File: src/rtl/multicycle_ctrl.sv
`default_nettype none
// ============================================================================
// Module      : multicycle_ctrl
// Description : Moore FSM control unit for a multicycle MIPS-subset datapath.
//               Sequences fetch/decode/execute/memory/writeback, stretches
//               memory accesses with mem_ready, counts retired instructions.
// Revision    : 1.0 - initial release
// ============================================================================
module multicycle_ctrl #(
  parameter int STATE_W = 4,
  parameter int CNT_W   = 16
) (
  input  logic               clk,
  input  logic               rst_n,
  input  logic [5:0]         opcode,
  input  logic [5:0]         funct,
  input  logic               zero,
  input  logic               mem_ready,
  output logic               pc_we,
  output logic               ir_we,
  output logic               reg_we,
  output logic               mem_read,
  output logic               mem_write,
  output logic               iord,
  output logic               reg_dst,
  output logic               mem_to_reg,
  output logic               alu_src_a,
  output logic [1:0]         alu_src_b,
  output logic [1:0]         pc_src,
  output logic [2:0]         alu_ctrl,
  output logic               illegal,
  output logic [STATE_W-1:0] state,
  output logic [CNT_W-1:0]   instr_count
);

  // Shared ALU operation codes
  localparam logic [2:0] c_alu_and = 3'b000;
  localparam logic [2:0] c_alu_or  = 3'b001;
  localparam logic [2:0] c_alu_add = 3'b010;
  localparam logic [2:0] c_alu_off = 3'b011;
  localparam logic [2:0] c_alu_sub = 3'b110;
  localparam logic [2:0] c_alu_slt = 3'b111;

  localparam logic [5:0] c_op_rtype = 6'b000000;
  localparam logic [5:0] c_op_lw    = 6'b100011;
  localparam logic [5:0] c_op_sw    = 6'b101011;
  localparam logic [5:0] c_op_beq   = 6'b000100;
  localparam logic [5:0] c_op_addi  = 6'b001000;
  localparam logic [5:0] c_op_j     = 6'b000010;

  localparam logic [5:0] c_fn_add = 6'b100000;
  localparam logic [5:0] c_fn_sub = 6'b100010;
  localparam logic [5:0] c_fn_and = 6'b100100;
  localparam logic [5:0] c_fn_or  = 6'b100101;
  localparam logic [5:0] c_fn_slt = 6'b101010;

  typedef enum logic [STATE_W-1:0] {
    S_FETCH     = STATE_W'(0),
    S_DECODE    = STATE_W'(1),
    S_MEM_ADDR  = STATE_W'(2),
    S_MEM_READ  = STATE_W'(3),
    S_MEM_WB    = STATE_W'(4),
    S_MEM_WRITE = STATE_W'(5),
    S_EXECUTE   = STATE_W'(6),
    S_R_WB      = STATE_W'(7),
    S_BRANCH    = STATE_W'(8),
    S_ADDI_EXEC = STATE_W'(9),
    S_ADDI_WB   = STATE_W'(10),
    S_JUMP      = STATE_W'(11)
  } state_e;

  state_e           state_q, state_d;
  logic [CNT_W-1:0] count_q;
  logic             retire_d;
  logic             funct_ok;
  logic [2:0]       funct_alu;

  // R-type funct decode: legality for DECODE, ALU operation for EXECUTE
  always_comb begin
    funct_ok  = 1'b1;
    funct_alu = c_alu_off;
    case (funct)
      c_fn_add: funct_alu = c_alu_add;
      c_fn_sub: funct_alu = c_alu_sub;
      c_fn_and: funct_alu = c_alu_and;
      c_fn_or:  funct_alu = c_alu_or;
      c_fn_slt: funct_alu = c_alu_slt;
      default:  funct_ok  = 1'b0;
    endcase
  end

  // Next-state selection; retire_d marks a completed instruction returning to FETCH
  always_comb begin
    state_d  = state_q;
    retire_d = 1'b0;
    case (state_q)
      S_FETCH:     if (mem_ready) state_d = S_DECODE;
      S_DECODE: begin
        case (opcode)
          c_op_rtype:      state_d = funct_ok ? S_EXECUTE : S_FETCH;
          c_op_lw, c_op_sw: state_d = S_MEM_ADDR;
          c_op_beq:        state_d = S_BRANCH;
          c_op_addi:       state_d = S_ADDI_EXEC;
          c_op_j:          state_d = S_JUMP;
          default:         state_d = S_FETCH;
        endcase
      end
      S_MEM_ADDR:  state_d = (opcode == c_op_sw) ? S_MEM_WRITE : S_MEM_READ;
      S_MEM_READ:  if (mem_ready) state_d = S_MEM_WB;
      S_MEM_WB:    begin state_d = S_FETCH; retire_d = 1'b1; end
      S_MEM_WRITE: if (mem_ready) begin state_d = S_FETCH; retire_d = 1'b1; end
      S_EXECUTE:   state_d = S_R_WB;
      S_R_WB:      begin state_d = S_FETCH; retire_d = 1'b1; end
      S_BRANCH:    begin state_d = S_FETCH; retire_d = 1'b1; end
      S_ADDI_EXEC: state_d = S_ADDI_WB;
      S_ADDI_WB:   begin state_d = S_FETCH; retire_d = 1'b1; end
      S_JUMP:      begin state_d = S_FETCH; retire_d = 1'b1; end
      default:     state_d = S_FETCH;
    endcase
  end

  // State and retired-instruction counter; reset abandons any instruction in flight
  always_ff @(posedge clk or negedge rst_n) begin
    if (!rst_n) begin
      state_q <= S_FETCH;
      count_q <= '0;
    end else begin
      state_q <= state_d;
      if (retire_d) count_q <= count_q + CNT_W'(1);
    end
  end

  // Moore output decode of the current state, forced quiet while reset is held
  always_comb begin
    pc_we      = 1'b0;
    ir_we      = 1'b0;
    reg_we     = 1'b0;
    mem_read   = 1'b0;
    mem_write  = 1'b0;
    iord       = 1'b0;
    reg_dst    = 1'b0;
    mem_to_reg = 1'b0;
    alu_src_a  = 1'b0;
    alu_src_b  = 2'b00;
    pc_src     = 2'b00;
    alu_ctrl   = c_alu_off;
    illegal    = 1'b0;
    if (rst_n) begin
      case (state_q)
        S_FETCH: begin
          mem_read  = 1'b1;
          alu_src_b = 2'b01;
          alu_ctrl  = c_alu_add;
          ir_we     = mem_ready;
          pc_we     = mem_ready;
        end
        S_DECODE: begin
          alu_src_b = 2'b11;
          alu_ctrl  = c_alu_add;
          illegal   = (state_d == S_FETCH);
        end
        S_MEM_ADDR: begin
          alu_src_a = 1'b1;
          alu_src_b = 2'b10;
          alu_ctrl  = c_alu_add;
        end
        S_MEM_READ: begin
          mem_read = 1'b1;
          iord     = 1'b1;
        end
        S_MEM_WB: begin
          mem_to_reg = 1'b1;
          reg_we     = 1'b1;
        end
        S_MEM_WRITE: begin
          mem_write = 1'b1;
          iord      = 1'b1;
        end
        S_EXECUTE: begin
          alu_src_a = 1'b1;
          alu_ctrl  = funct_alu;
        end
        S_R_WB: begin
          reg_dst = 1'b1;
          reg_we  = 1'b1;
        end
        S_BRANCH: begin
          alu_src_a = 1'b1;
          alu_ctrl  = c_alu_sub;
          pc_src    = 2'b01;
          pc_we     = zero;
        end
        S_ADDI_EXEC: begin
          alu_src_a = 1'b1;
          alu_src_b = 2'b10;
          alu_ctrl  = c_alu_add;
        end
        S_ADDI_WB: reg_we = 1'b1;
        S_JUMP: begin
          pc_src = 2'b10;
          pc_we  = 1'b1;
        end
        default: ;
      endcase
    end
  end

  assign state       = state_q;
  assign instr_count = count_q;

endmodule
`default_nettype wire

File: config.mk
export PLATFORM = sky130hd
export DESIGN_NAME = multicycle_ctrl
export DESIGN_NICKNAME = d
export VERILOG_FILES = /design/src/rtl/multicycle_ctrl.sv
export SDC_FILE = /design/constraint.sdc
export NUM_CORES = 1
export LEC_CHECK = 0
export BUFFER_PORTS_ARGS = -buffer_cell sky130_fd_sc_hd__buf_2
export CORE_ASPECT_RATIO = 0.6
export CORE_UTILIZATION = 44
export DETAILED_ROUTE_END_ITERATION = 10
export GPL_TIMING_DRIVEN = 0
export PLACE_DENSITY = 0.72
export SLEW_MARGIN = 10
export SYNTH_ARGS = -nofsm -noshare
export SYNTH_HDL_FRONTEND = slang
export SYNTH_SLANG_ARGS = --single-unit
File: constraint.sdc
create_clock -name clk -period 4.3 [get_ports clk]
set_clock_uncertainty 0.05 [all_clocks]
set_input_delay 0.86 -clock clk [delete_from_list [all_inputs] [get_ports clk]]
set_output_delay 0.86 -clock clk [all_outputs]
set_load 0.01 [all_outputs]
=== Yosys cells after proc, flatten, opt, wreduce, memory -nomap -nowiden ===
Index checks and enable logic that the tools add are counted.

* Bits in registers: 20
* Output and inout port bits: 37
* Word-level logic and storage cells: 73
* Input bits: 16

* Equal/unequal tests: 21
* Reductions and logical operators: 12
* Multiplexer cells: 37
* $add $sub $neg: 1

{| class="wikitable"
|+ Operators with widths
! cell !! count
|-
| $eq 6x6->1 const B || 7
|-
| $pmux 4 s7 || 1
|-
| $mux 1 || 21
|-
| $pmux 4 s5 || 1
|-
| $add 16x1->16 const B || 1
|-
| $eq 4x3->1 const B || 4
|-
| $eq 4x4->1 const B || 4
|-
| $pmux 3 s5 || 1
|-
| $mux 4 || 3
|-
| $reduce_or 5->1 || 2
|-
| $mux 3 || 3
|-
| $pmux 3 s3 || 1
|-
| $eq 4x2->1 const B || 2
|-
| $logic_not 4->1 || 2
|-
| $reduce_or 2->1 || 4
|-
| $reduce_or 4->1 || 2
|-
| $eq 6x2->1 const B || 1
|-
| $eq 6x3->1 const B || 1
|-
| $eq 6x4->1 const B || 1
|-
| $logic_not 6->1 || 1
|-
| $pmux 2 s3 || 1
|-
| $eq 4x1->1 const B || 1
|-
| $mux 2 || 2
|-
| $pmux 2 s2 || 1
|-
| other kinds (3) || 3
|}

=== Logic depth before layout (Yosys ltp) ===
Gate-level depths: netlist of run 1.

* Depth in word-level cells: 9
* Mapped depth: 6
* Gate-level depth less buffers: 4

=== Least setup slack after synthesis of run 1 ===
No wires, ideal clock.

* Path type: input port to output port
* Start: input opcode[3]
* End: output illegal
* Data arrival time: 2.031 ns
* Stages on the path: 5
* Slack: 1.359 ns
* Required time: 3.390 ns
* Buffers on the path: 1
* Cells stage by stage: buf_6 > maj3_2 > or3_4 > a2111oi_4 > nor3_1

* Cells in the longest elaborated chain, start to end: 7
* Elaborated cells between the ends (all ways): 13
* Classes of those cells: eq/ne: 5; mux: 5; reduce/logical: 3

{| class="wikitable"
|+ Ends and longest elaborated chain
! element !! RTL line !! source
|-
| from (decl) || 15 || <nowiki>input logic [5:0] opcode,</nowiki>
|-
| $eq 6x6->1 (on tied branches) || 99, 108 ||
|-
| $reduce_or 2->1 || 99 || <nowiki>case (opcode)</nowiki>
|-
| $pmux 4 s5 || 99 ||
|-
| $pmux 4 s7 (*) || 96 || <nowiki>case (state_q)</nowiki>
|-
| $logic_not 4->1 (*) || 160 || <nowiki>illegal = (state_d == S_FETCH);</nowiki>
|-
| $mux 1 (*) || 149 || <nowiki>case (state_q)</nowiki>
|-
| $mux 1 (*) || 148 || <nowiki>if (rst_n) begin</nowiki>
|-
| to (decl) || 31 || <nowiki>output logic illegal,</nowiki>
|}

Mark *: on every way between the ends. The rest lies on a longest branch, timed or not.

=== Worst setup path after layout of run 1 ===
* Start: input opcode[1]
* End: output illegal

Same word-level chain as after synthesis.

==> results.py, run 1 <==
metrics = {
    "outcome": {
        "status": "finished, final reports clean",
    },
    "cts": {
        "cts_made_buffers": 3,
        "cts_setup_buffers": 0,
        "cts.sinks": 20,
        "path_clk_slew_ns": 0.08,
        "htree_levels": 1,
        "hold_buffers": 0,
        "cts_tree": "yes",
        "clock_tree.buffer_depth": 2,
        "cts_resized": 0,
        "cts_root_buf": "clkbuf_8",
        "insertion_delay_ns": 0.26,
    },
    "setup_path": {
        "cp_cell_sequence": "buf_2 -> nor3b_1 -> o21ai_0 -> a2111oi_4 -> nor3_1 -> buf_2",
        "path_max_fanout": 7,
        "worst-path-buf-inv": 2,
        "cpMostUsedCell": "buf_2",
        "start_kind": "input port",
        "r2r_slack_ns": 2.47,
        "crit_start": "opcode[1]",
        "crit_path_top_delay_cell": "nor3b_1",
        "r2r_cells": 4,
        "cp-end-kind": "primary output",
        "slowest_delay_ns": 0.40,
        "cp.arrival_ns": 2.35,
        "critPathRequiredTime_ns": 3.39,
        "critPathKind": "in -> out",
        "path_delay_family": "compound AO/OA/AOI/OAI gates",
        "reg2reg_to": "instr_count[8]$_DFFE_PN0P_",
        "r2r_start": "state[3]$_DFF_PN0_",
    },
    "worst_hold_path": {
        "min-delay-start": "instr_count[13]$_DFFE_PN0P_",
        "hold_class": "reg -> reg",
        "holdPathEnd": "instr_count[13]$_DFFE_PN0P_",
        "hold_depth": 1,
    },
    "power_and_ir_drop": {
        "ir_worst_vdd_mv": 0.176,
        "power_per_cell_area_mw_per_mm2": 413,
        "leakage_nw": 0.884,
        "power.total_mw": 0.769,
    },
    "routing": {
        "drc": 0,
        "routedWlPerCell_um": 14.4,
        "ant_nets": 0,
        "drt-pass1-iter-count": 4,
        "vias": 1476,
        "drt_iter0_markers": 140,
        "avgViaCountPerCell": 5.55,
        "wl_um": 3840,
    },
    "layout": {
        "final_common_cell": "buf_2",
        "diodes": 0,
        "final_nets": 242,
        "utilization": 0.613,
        "mostFrequentLayoutCells": "buf_2, dfrtp_1, nand2_1, nor3_1, xnor2_1",
        "drive_gt1_frac": 0.321,
        "areaGrowthSynthToFinish_pct": 25.5,
        "layout.cells.non_filler": 266,
    },
    "sta": {
        "fmax_mhz": 306,
        "rsz0062_at_grt": "false",
        "setup_viol": 0,
        "tightest_slew_ns": 0.551,
        "relSlewSlack": 0.629,
        "hold_viol_final": 0,
        "worst_slack_ns": 1.04,
        "slew_viol_final": 0,
        "final.setup.tns_ns": 0,
        "final.period_utilization": 0.759,
        "finalCriticalPeriod_ns": 3.26,
    },
    "placed_design": {
        "place_hpwl_um": 2950,
        "dp_cells": 262,
        "place_ws_ns": 1.12,
        "gp_congestion": 0.927,
        "io_buffers": 51,
    },
    "synth": {
        "synth_seq_cells": 20,
        "yosysTopAreaCellShare": 0.337,
        "synthesis.nets": 186,
        "ys_warn_count": 0,
        "syn-cell-area_mm2": 0.00148,
        "avgSynthCellArea_um2": 8.78,
        "yosysSeqAreaShare": 0.337,
        "synth_cells": 169,
        "async_flop_share": 1.00,
        "ys.flop_type": "dfrtp_1",
        "ys_top_cells_by_area": "dfrtp_1, xnor2_1, nor3_1",
        "synth_cell_types": 44,
        "synth_edf_count": 0,
        "synth_top_cell_by_area": "dfrtp_1",
    },
    "global_route": {
        "first_global_vias": 1303,
        "grt_pass1_wl_um": 6240,
        "grt_usage": 0.223,
        "grt_max_degree": 29,
        "grt_overflow": 0,
        "grt_antenna_before_repair": 0,
    },
    "die": {
        "die_h_um": 47.0,
        "die_x_um": 77.0,
        "initial_core_util": 0.488,
        "io_pins": 53,
        "core_area_mm2": 0.00304,
        "num_rows": 15,
        "dieArea_mm2": 0.00362,
    },
    "job": {
        "maxCapViolCount": 0,
    },
}
[worst max path at each step]
stage | end | slack [ns] | cells past startpoint
after global routing | illegal | 0.93 | 6
after global placement | alu_ctrl[2] | 1.15 | 5
after detailed placement | alu_ctrl[2] | 1.12 | 5
final | illegal | 1.04 | 6
after CTS | alu_ctrl[2] | 1.12 | 5
after floorplan | illegal | 1.36 | 5
[registers in the layout, summed over array words and instances (netlist names)]
name         count
instr_count     16
state            4
[stage by stage]
stage | instance area, µm² | hold WS (ns)
global placement | 1790 | 0.405
global route | 1860 | 0.463
floorplan | 1480 | 0.458
CTS | 1860 | 0.446
finish | 1860 | 0.440
detailed placement | 1790 | 0.430
[layer usage]
layer  track usage  vias up  share of wire
met3        0.0427        0          0.073
met5             0        -              0
met1         0.333      693           0.51
li1              -      721              -
met2         0.357       62           0.41
met4        0.0113        0              0
[cells in the mapped netlist, drive strengths merged (2+ instances only)]
library cell	number
nand3	6
dfrtp	20
buf	4
and2b	2
and2	5
nor4b	2
nor2b	3
xnor2	14
nor2	11
clkbuf	4
nand2	17
o21ai	11
nor3	13
a21oi	5
nor3b	2
inv	4
and3	4
nand4	8
nand2b	6
a32o	2
xor2	4
or3	3
nand3b	2
or4	3
[report_power, final]
| group | internal [mW] | switching (mW) | total, mW |
|---|---|---|---|
| logic | 0.132 | 0.205 | 0.336 |
| registers | 0.213 | 0.0306 | 0.244 |
| clock network | 0.124 | 0.0651 | 0.189 |
| total | 0.469 | 0.300 | 0.769 |
[layout make-up]
cell class | count | area (µm²)
Inverter | 4 | 15.0
Fill cell | 292 | 1180
Sequential cell | 20 | 500
Buffer | 8 | 43.8
Clock inverter | 1 | 30.0
Tap cell | 42 | 52.6
Timing Repair Buffer | 51 | 255
Clock buffer | 3 | 41.3
Multi-Input combinational cell | 137 | 925
[kinds of logic (layout without fill, tap and decap cells)]
kind of cell | after synthesis | after routing | share of synthesized area
adder cells (fa/ha/maj) | 2 | 2 | 0.0160
buffers and inverters | 12 | 67 | 0.0396
XOR/XNOR | 18 | 18 | 0.116
AO/OA/AOI/OAI | 28 | 28 | 0.153
flip-flops | 20 | 20 | 0.337
AND/OR/NAND/NOR | 89 | 89 | 0.337
(Power assumes the default switching activity.)
==> inputs of run 2 (changes only) <==
--- a/config.mk
+++ b/config.mk
@@ -5,12 +5,13 @@
 export SDC_FILE = /design/constraint.sdc
 export NUM_CORES = 1
 export LEC_CHECK = 0
+export ABC_AREA = 1
 export BUFFER_PORTS_ARGS = -buffer_cell sky130_fd_sc_hd__buf_2
 export CORE_ASPECT_RATIO = 0.6
 export CORE_UTILIZATION = 44
 export DETAILED_ROUTE_END_ITERATION = 10
 export GPL_TIMING_DRIVEN = 0
-export PLACE_DENSITY = 0.72
+export PLACE_DENSITY = 0.74
 export SLEW_MARGIN = 10
 export SYNTH_ARGS = -nofsm -noshare
 export SYNTH_HDL_FRONTEND = slang
==> constraint.sdc (replaced) <==
create_clock -name clk -period 3 [get_ports clk]
set_clock_uncertainty 0.05 [all_clocks]
set_input_delay 0.6 -clock clk [delete_from_list [all_inputs] [get_ports clk]]
set_output_delay 0.6 -clock clk [all_outputs]
set_load 0.01 [all_outputs]
==> run 2 against run 1 <==
  * Hold slack worse by 0.19 ns
  * Sequential cell count stayed put
  * Power is 29% higher
  * Design area up 4.8%
  * Register-to-register slack worse by 1.1 ns
  * Cell count is 27% higher
  * Area after synthesis up 5.5%
  * Worst setup slack worse by 0.54 ns
  * Highest routed layer is now met4
  * First-iteration DRC count is 1.4% lower
  * Clock power up 43%
  * Largest cell class unchanged
==> results.py, run 2 <==
metrics = {
    "outcome": {
        "status": "finished, final reports clean",
    },
    "layout": {
        "drive_gt1_frac": 0.253,
        "design_area_mm2": 0.00195,
        "layout.cells.non_filler": 338,
        "final_common_cell": "nand2_1",
        "fillCellCount": 329,
        "largest_reg_flops": 16,
        "register_area_um2": 500,
        "multi_input_area_um2": 903,
        "final_nets": 311,
        "areaGrowthSynthToFinish_pct": 24.8,
        "mostFrequentLayoutCells": "nand2_1, buf_2, inv_1, nor2_1, nand3_1",
        "utilization": 0.588,
        "diodes": 0,
    },
    "synth": {
        "synth_edf_count": 0,
        "yosysTopAreaCellShare": 0.320,
        "avgSynthCellArea_um2": 6.60,
        "synth_cell_types": 30,
        "yosysMostFrequentCell": "nand2_1",
        "ys_warn_count": 0,
        "synth_cells": 237,
        "ys_top_cells_by_area": "dfrtp_1, nand2_1, inv_1",
        "async_flop_share": 1.00,
        "ys.flop_type": "dfrtp_1",
        "synth_top_cell_by_area": "dfrtp_1",
        "yosysSeqAreaShare": 0.320,
        "synth_common_cells": "nand2_1, inv_1, nor2_1, nand3_1, dfrtp_1",
        "synth_seq_cells": 20,
        "synthesis.nets": 254,
        "syn-cell-area_mm2": 0.00157,
    },
    "sta": {
        "rsz0062_at_grt": "false",
        "slew_viol_final": 0,
        "worst_slack_ns": 0.500,
        "setup_viol": 0,
        "relSlewSlack": 0.640,
        "fmax_mhz": 400,
        "hold_ws_ns": 0.250,
        "tightest_slew_ns": 0.536,
        "final.setup.tns_ns": 0,
        "finalCriticalPeriod_ns": 2.50,
        "final.period_utilization": 0.833,
        "hold_viol_final": 0,
    },
    "global_route": {
        "grt_pass1_wl_um": 6540,
        "grt_usage": 0.230,
        "grt_overflow": 0,
        "grt_antenna_before_repair": 0,
        "grt_max_degree": 25,
        "first_global_vias": 1380,
    },
    "setup_path": {
        "critPathKind": "in -> out",
        "path_max_fanout": 24,
        "crit_path_top_delay_cell": "buf_2",
        "cp_cell_sequence": "buf_2 -> inv_1 -> buf_1 -> nor3_1 -> buf_2",
        "cpMostUsedCell": "buf_2",
        "start_kind": "input port",
        "r2r_slack_ns": 1.35,
        "cp-end-kind": "primary output",
        "critPathRequiredTime_ns": 2.35,
        "cp.arrival_ns": 1.85,
        "slowest_delay_ns": 0.42,
    },
    "cts": {
        "cts_setup_buffers": 0,
        "path_clk_slew_ns": 0.07,
        "clock_tree.buffer_depth": 2,
        "insertion_delay_ns": 0.26,
        "htree_levels": 1,
        "cts_resized": 0,
        "cts_tree": "yes",
        "cts.sinks": 20,
        "hold_buffers": 0,
        "cts_made_buffers": 3,
        "cts_root_buf": "clkbuf_8",
    },
    "routing": {
        "drc": 0,
        "ant_nets": 0,
        "routedWlPerCell_um": 12.2,
        "avgViaCountPerCell": 5.02,
        "drt-pass1-iter-count": 4,
        "vias": 1697,
        "drt_iter0_markers": 138,
        "wl_um": 4110,
    },
    "power_and_ir_drop": {
        "power.total_mw": 0.989,
        "power_per_cell_area_mw_per_mm2": 506,
        "leakage_nw": 1.08,
        "ir_worst_vdd_mv": 0.278,
    },
    "worst_hold_path": {
        "hold_class": "in -> async",
    },
    "placed_design": {
        "place_hpwl_um": 3270,
        "io_buffers": 52,
        "placed_area_mm2": 0.00188,
        "place_ws_ns": 0.459,
        "dp_cells": 334,
        "gp_congestion": 0.892,
    },
    "job": {
        "maxCapViolCount": 0,
    },
    "die": {
        "die_x_um": 79,
        "initial_core_util": 0.471,
        "core_area_mm2": 0.00332,
        "dieArea_mm2": 0.00381,
        "io_pins": 53,
        "die_h_um": 48.2,
        "num_rows": 16,
    },
}
[run 2: changes by cell type after synthesis, moves of 7 or more]
cell | before | now
o21ai_1 | 0 | 7
o21ai_0 | 11 | 2
nand2_1 | 17 | 57
inv_1 | 4 | 35
xnor2_1 | 12 | 1
nand3_1 | 6 | 23
nor2_1 | 11 | 33
[run 2: critical path, delay by kind of cell]
family	cells	cell delay, ns
and+or+nand+nor	1	0.20
buffers and inverters	4	1.05
[run 2: power by group]
part	internal (mW)	switching, mW	total, mW
logic	0.130	0.235	0.366
registers	0.302	0.0511	0.353
clock network	0.178	0.0918	0.270
total	0.611	0.378	0.989
[run 2: cells by family (layout without fill, tap and decap cells)]
logic type	Yosys count	after routing	share of synthesized area
flops	20	20	0.320
simple gates	140	140	0.400
fa+ha+maj	1	1	0.00799
compound gates	24	24	0.0975
xor+xnor	12	12	0.0719
buf+inv	40	96	0.103
[run 2: area by class of cell]
| cell class | count | area share |
|---|---|---|
| multi-input combinational | 177 | 0.463 |
| sequential | 20 | 0.256 |
| timing repair buffer | 52 | 0.133 |
| inverter | 37 | 0.0711 |
| tap | 45 | 0.0288 |
| clock buffer | 3 | 0.0211 |
| clock inverter | 1 | 0.0154 |
| buffer | 3 | 0.0115 |
[run 2: worst paths after layout]
check,startpoint,cells past startpoint,end
max,rst_n,5,alu_src_b[0]
max reg2reg,state[1]$_DFF_PN0_,9,instr_count[9]$_DFFE_PN0P_
max in group asynchronous,rst_n,1,instr_count[10]$_DFFE_PN0P_
min,rst_n,1,instr_count[5]$_DFFE_PN0P_
min in group clk,instr_count[0]$_DFFE_PN0P_,1,instr_count[0]$_DFFE_PN0P_
min reg2reg,instr_count[0]$_DFFE_PN0P_,1,instr_count[0]$_DFFE_PN0P_
[run 2: metal layers]
metal	vias to the layer above	track usage	routed length, µm
met2	59	0.302	1510
met3	2	0.0449	255
li1	871	-	-
met5	-	0	0
met1	765	0.375	2330
met4	0	0.0400	13
==> inputs of run 3 (changes only) <==
--- a/config.mk
+++ b/config.mk
@@ -11,7 +11,7 @@
 export CORE_UTILIZATION = 44
 export DETAILED_ROUTE_END_ITERATION = 10
 export GPL_TIMING_DRIVEN = 0
-export PLACE_DENSITY = 0.74
+export PLACE_DENSITY = 0.71
 export SLEW_MARGIN = 10
 export SYNTH_ARGS = -nofsm -noshare
 export SYNTH_HDL_FRONTEND = slang
==> constraint.sdc (replaced) <==
create_clock -name clk -period 2.5 [get_ports clk]
set_clock_uncertainty 0.05 [all_clocks]
set_input_delay 0.5 -clock clk [delete_from_list [all_inputs] [get_ports clk]]
set_output_delay 0.5 -clock clk [all_outputs]
set_load 0.01 [all_outputs]
==> run 3 against run 2 <==
  * Design area shrank 0.70%
  * Critical path depth is 3 higher
  * Clock power down 7.8%
  * First-iteration DRC count up 2.9%
  * Via count rose by 0.18%
  * Global-route usage shrank 0.59 points
  * Wire length decreased by 1.0%
  * Register-to-register slack worse by 0.49 ns
  * Clock-buffer cell count up 1
  * Non-clock buffer count unchanged
  * Combinational power up 19%
  * Sequential share of layout area grew 0.18 points
  * Largest cell class unchanged
==> results.py, run 3 (synthesis results as in run 2) <==
metrics = {
    "worst_hold_path": {
        "hold_class": "in -> async",
    },
    "layout": {
        "areaGrowthSynthToFinish_pct": 23.9,
        "mostFrequentLayoutCells": "nand2_1, buf_2, inv_1, nor2_1, nand3_1",
        "diodes": 0,
        "final_common_cell": "nand2_1",
        "layout.cells.non_filler": 338,
        "largest_reg_flops": 16,
        "drive_gt1_frac": 0.253,
        "utilization": 0.584,
        "final_nets": 311,
    },
    "sta": {
        "tightest_slew_ns": 0.529,
        "setup_viol": 0,
        "final.setup.tns_ns": 0,
        "hold_viol_final": 0,
        "final.period_utilization": 0.933,
        "slew_viol_final": 0,
        "rsz0062_at_grt": "false",
        "fmax_mhz": 429,
        "hold_ws_ns": 0.104,
        "relSlewSlack": 0.645,
        "finalCriticalPeriod_ns": 2.33,
    },
    "setup_path": {
        "path_max_fanout": 6,
        "crit_start": "state[2]$_DFF_PN0_",
        "critPathKind": "reg -> out",
        "critPathRequiredTime_ns": 1.95,
        "cp-end-kind": "primary output",
        "r2r_start": "state[1]$_DFF_PN0_",
        "r2r_cells": 9,
        "cp.arrival_ns": 1.78,
        "crit_path_top_delay_cell": "dfrtp_1",
        "cp_cell_sequence": "nand2_1 -> inv_1 -> nand2_1 -> o211ai_1 -> nor2_1 -> nand3_1 -> nor2_1 -> buf_2",
        "r2r_slack_ns": 0.86,
        "start_kind": "flop",
        "slowest_delay_ns": 0.45,
        "setup.worst_path.end": "illegal",
        "reg2reg_to": "instr_count[9]$_DFFE_PN0P_",
    },
    "global_route": {
        "grt_antenna_before_repair": 0,
        "grt_pass1_wl_um": 6390,
        "grt_usage": 0.224,
        "first_global_vias": 1267,
        "grt_overflow": 0,
        "grt_max_degree": 25,
    },
    "outcome": {
        "status": "finished, final reports clean",
    },
    "cts": {
        "cts_setup_buffers": 0,
        "cts.sinks": 20,
        "cts_tree": "yes",
        "cts_root_buf": "clkbuf_8",
        "cts_made_buffers": 3,
        "path_clk_slew_ns": 0.07,
        "clock_tree.buffer_depth": 2,
        "htree_levels": 1,
        "insertion_delay_ns": 0.26,
    },
    "routing": {
        "wl_um": 4070,
        "routedWlPerCell_um": 12.0,
        "drc": 0,
        "drt_iter0_markers": 142,
        "vias": 1700,
        "drt-pass1-iter-count": 5,
        "ant_nets": 0,
        "avgViaCountPerCell": 5.03,
    },
    "die": {
        "num_rows": 16,
        "die_h_um": 48.2,
        "initial_core_util": 0.471,
        "core_area_mm2": 0.00332,
        "dieArea_mm2": 0.00381,
        "die_x_um": 79,
        "io_pins": 53,
    },
    "power_and_ir_drop": {
        "power.total_mw": 1.11,
        "p_sw_mw": 0.446,
        "power_per_cell_area_mw_per_mm2": 571,
        "p_seq_frac": 0.381,
        "netSwitchingFraction": 0.403,
        "p_clk_frac": 0.225,
        "leakage_nw": 1.07,
        "intPower_mw": 0.660,
        "ir_worst_vdd_mv": 0.273,
        "combPwrFrac": 0.394,
    },
    "placed_design": {
        "gp_congestion": 0.865,
        "dp_cells": 334,
        "io_buffers": 52,
        "place_hpwl_um": 3320,
    },
    "job": {
        "maxCapViolCount": 0,
    },
}
## run 3: changes by cell type in the layout (fill, tap and decap cells not counted), sizes merged
cell	before	now
bufinv	1	0
buf	55	54
clkbuf	3	5
## run 3: layout make-up
type | instances | area [µm²]
Fill cell | 356 | 1380
Clock buffer | 4 | 55.1
Tap cell | 45 | 56.3
Buffer | 3 | 22.5
Multi-Input combinational cell | 177 | 903
Timing Repair Buffer | 52 | 263
Inverter | 37 | 139
Sequential cell | 20 | 500
## run 3: worst min-delay path by stage
| stage | cells after the start | to | slack [ns] |
|---|---|---|---|
| finish | 1 | instr_count[7]$_DFFE_PN0P_ | 0.10 |
| global placement | 1 | instr_count[5]$_DFFE_PN0P_ | 0.45 |
| detailed placement | 1 | instr_count[5]$_DFFE_PN0P_ | 0.46 |
| CTS | 1 | instr_count[15]$_DFFE_PN0P_ | 0.17 |
| global route | 1 | instr_count[10]$_DFFE_PN0P_ | 0.13 |
| floorplan | 0 | instr_count[0]$_DFFE_PN0P_ | 0.15 |
## run 3: stage by stage
step	setup slack, ns	cell area [µm²]
5_1_grt	0.000451	1940
4_1_cts	0.159	1940
3_3_place_gp	0.156	1880
6_report	0.167	1940
3_5_place_dp	0.159	1880
2_1_floorplan	0.685	1570
## run 3: critical path: cells and delay by family, from the launching register on
kind / cells / cell delay, ns
and+or+nand+nor: 5 / 0.71
buffers and inverters: 2 / 0.21
AOI/OAI and AO/OA: 1 / 0.14
DFF: 1 / 0.45
## run 3: power by group through the flow
stage	Combinational, mW	Sequential [mW]	Clock (mW)
after floorplan	0.264	0.433	0
after global placement	0.431	0.425	0
after detailed placement	0.433	0.426	0
after CTS	0.435	0.420	0.258
after global routing	0.488	0.427	0.267
final	0.436	0.422	0.249
## run 3: timing repair
action                     CTS  global route
hold buffers                 0             0
gates resized for setup      0             1
setup endpoints to repair    0             4
## run 3: per-layer routing
layer	up-vias	part of all wire	GRT usage
met2	47	0.35	0.269
met5	-	0	0
met3	5	0.062	0.0430
met4	0	0.0052	0.0218
met1	770	0.58	0.389
li1	878	-	-
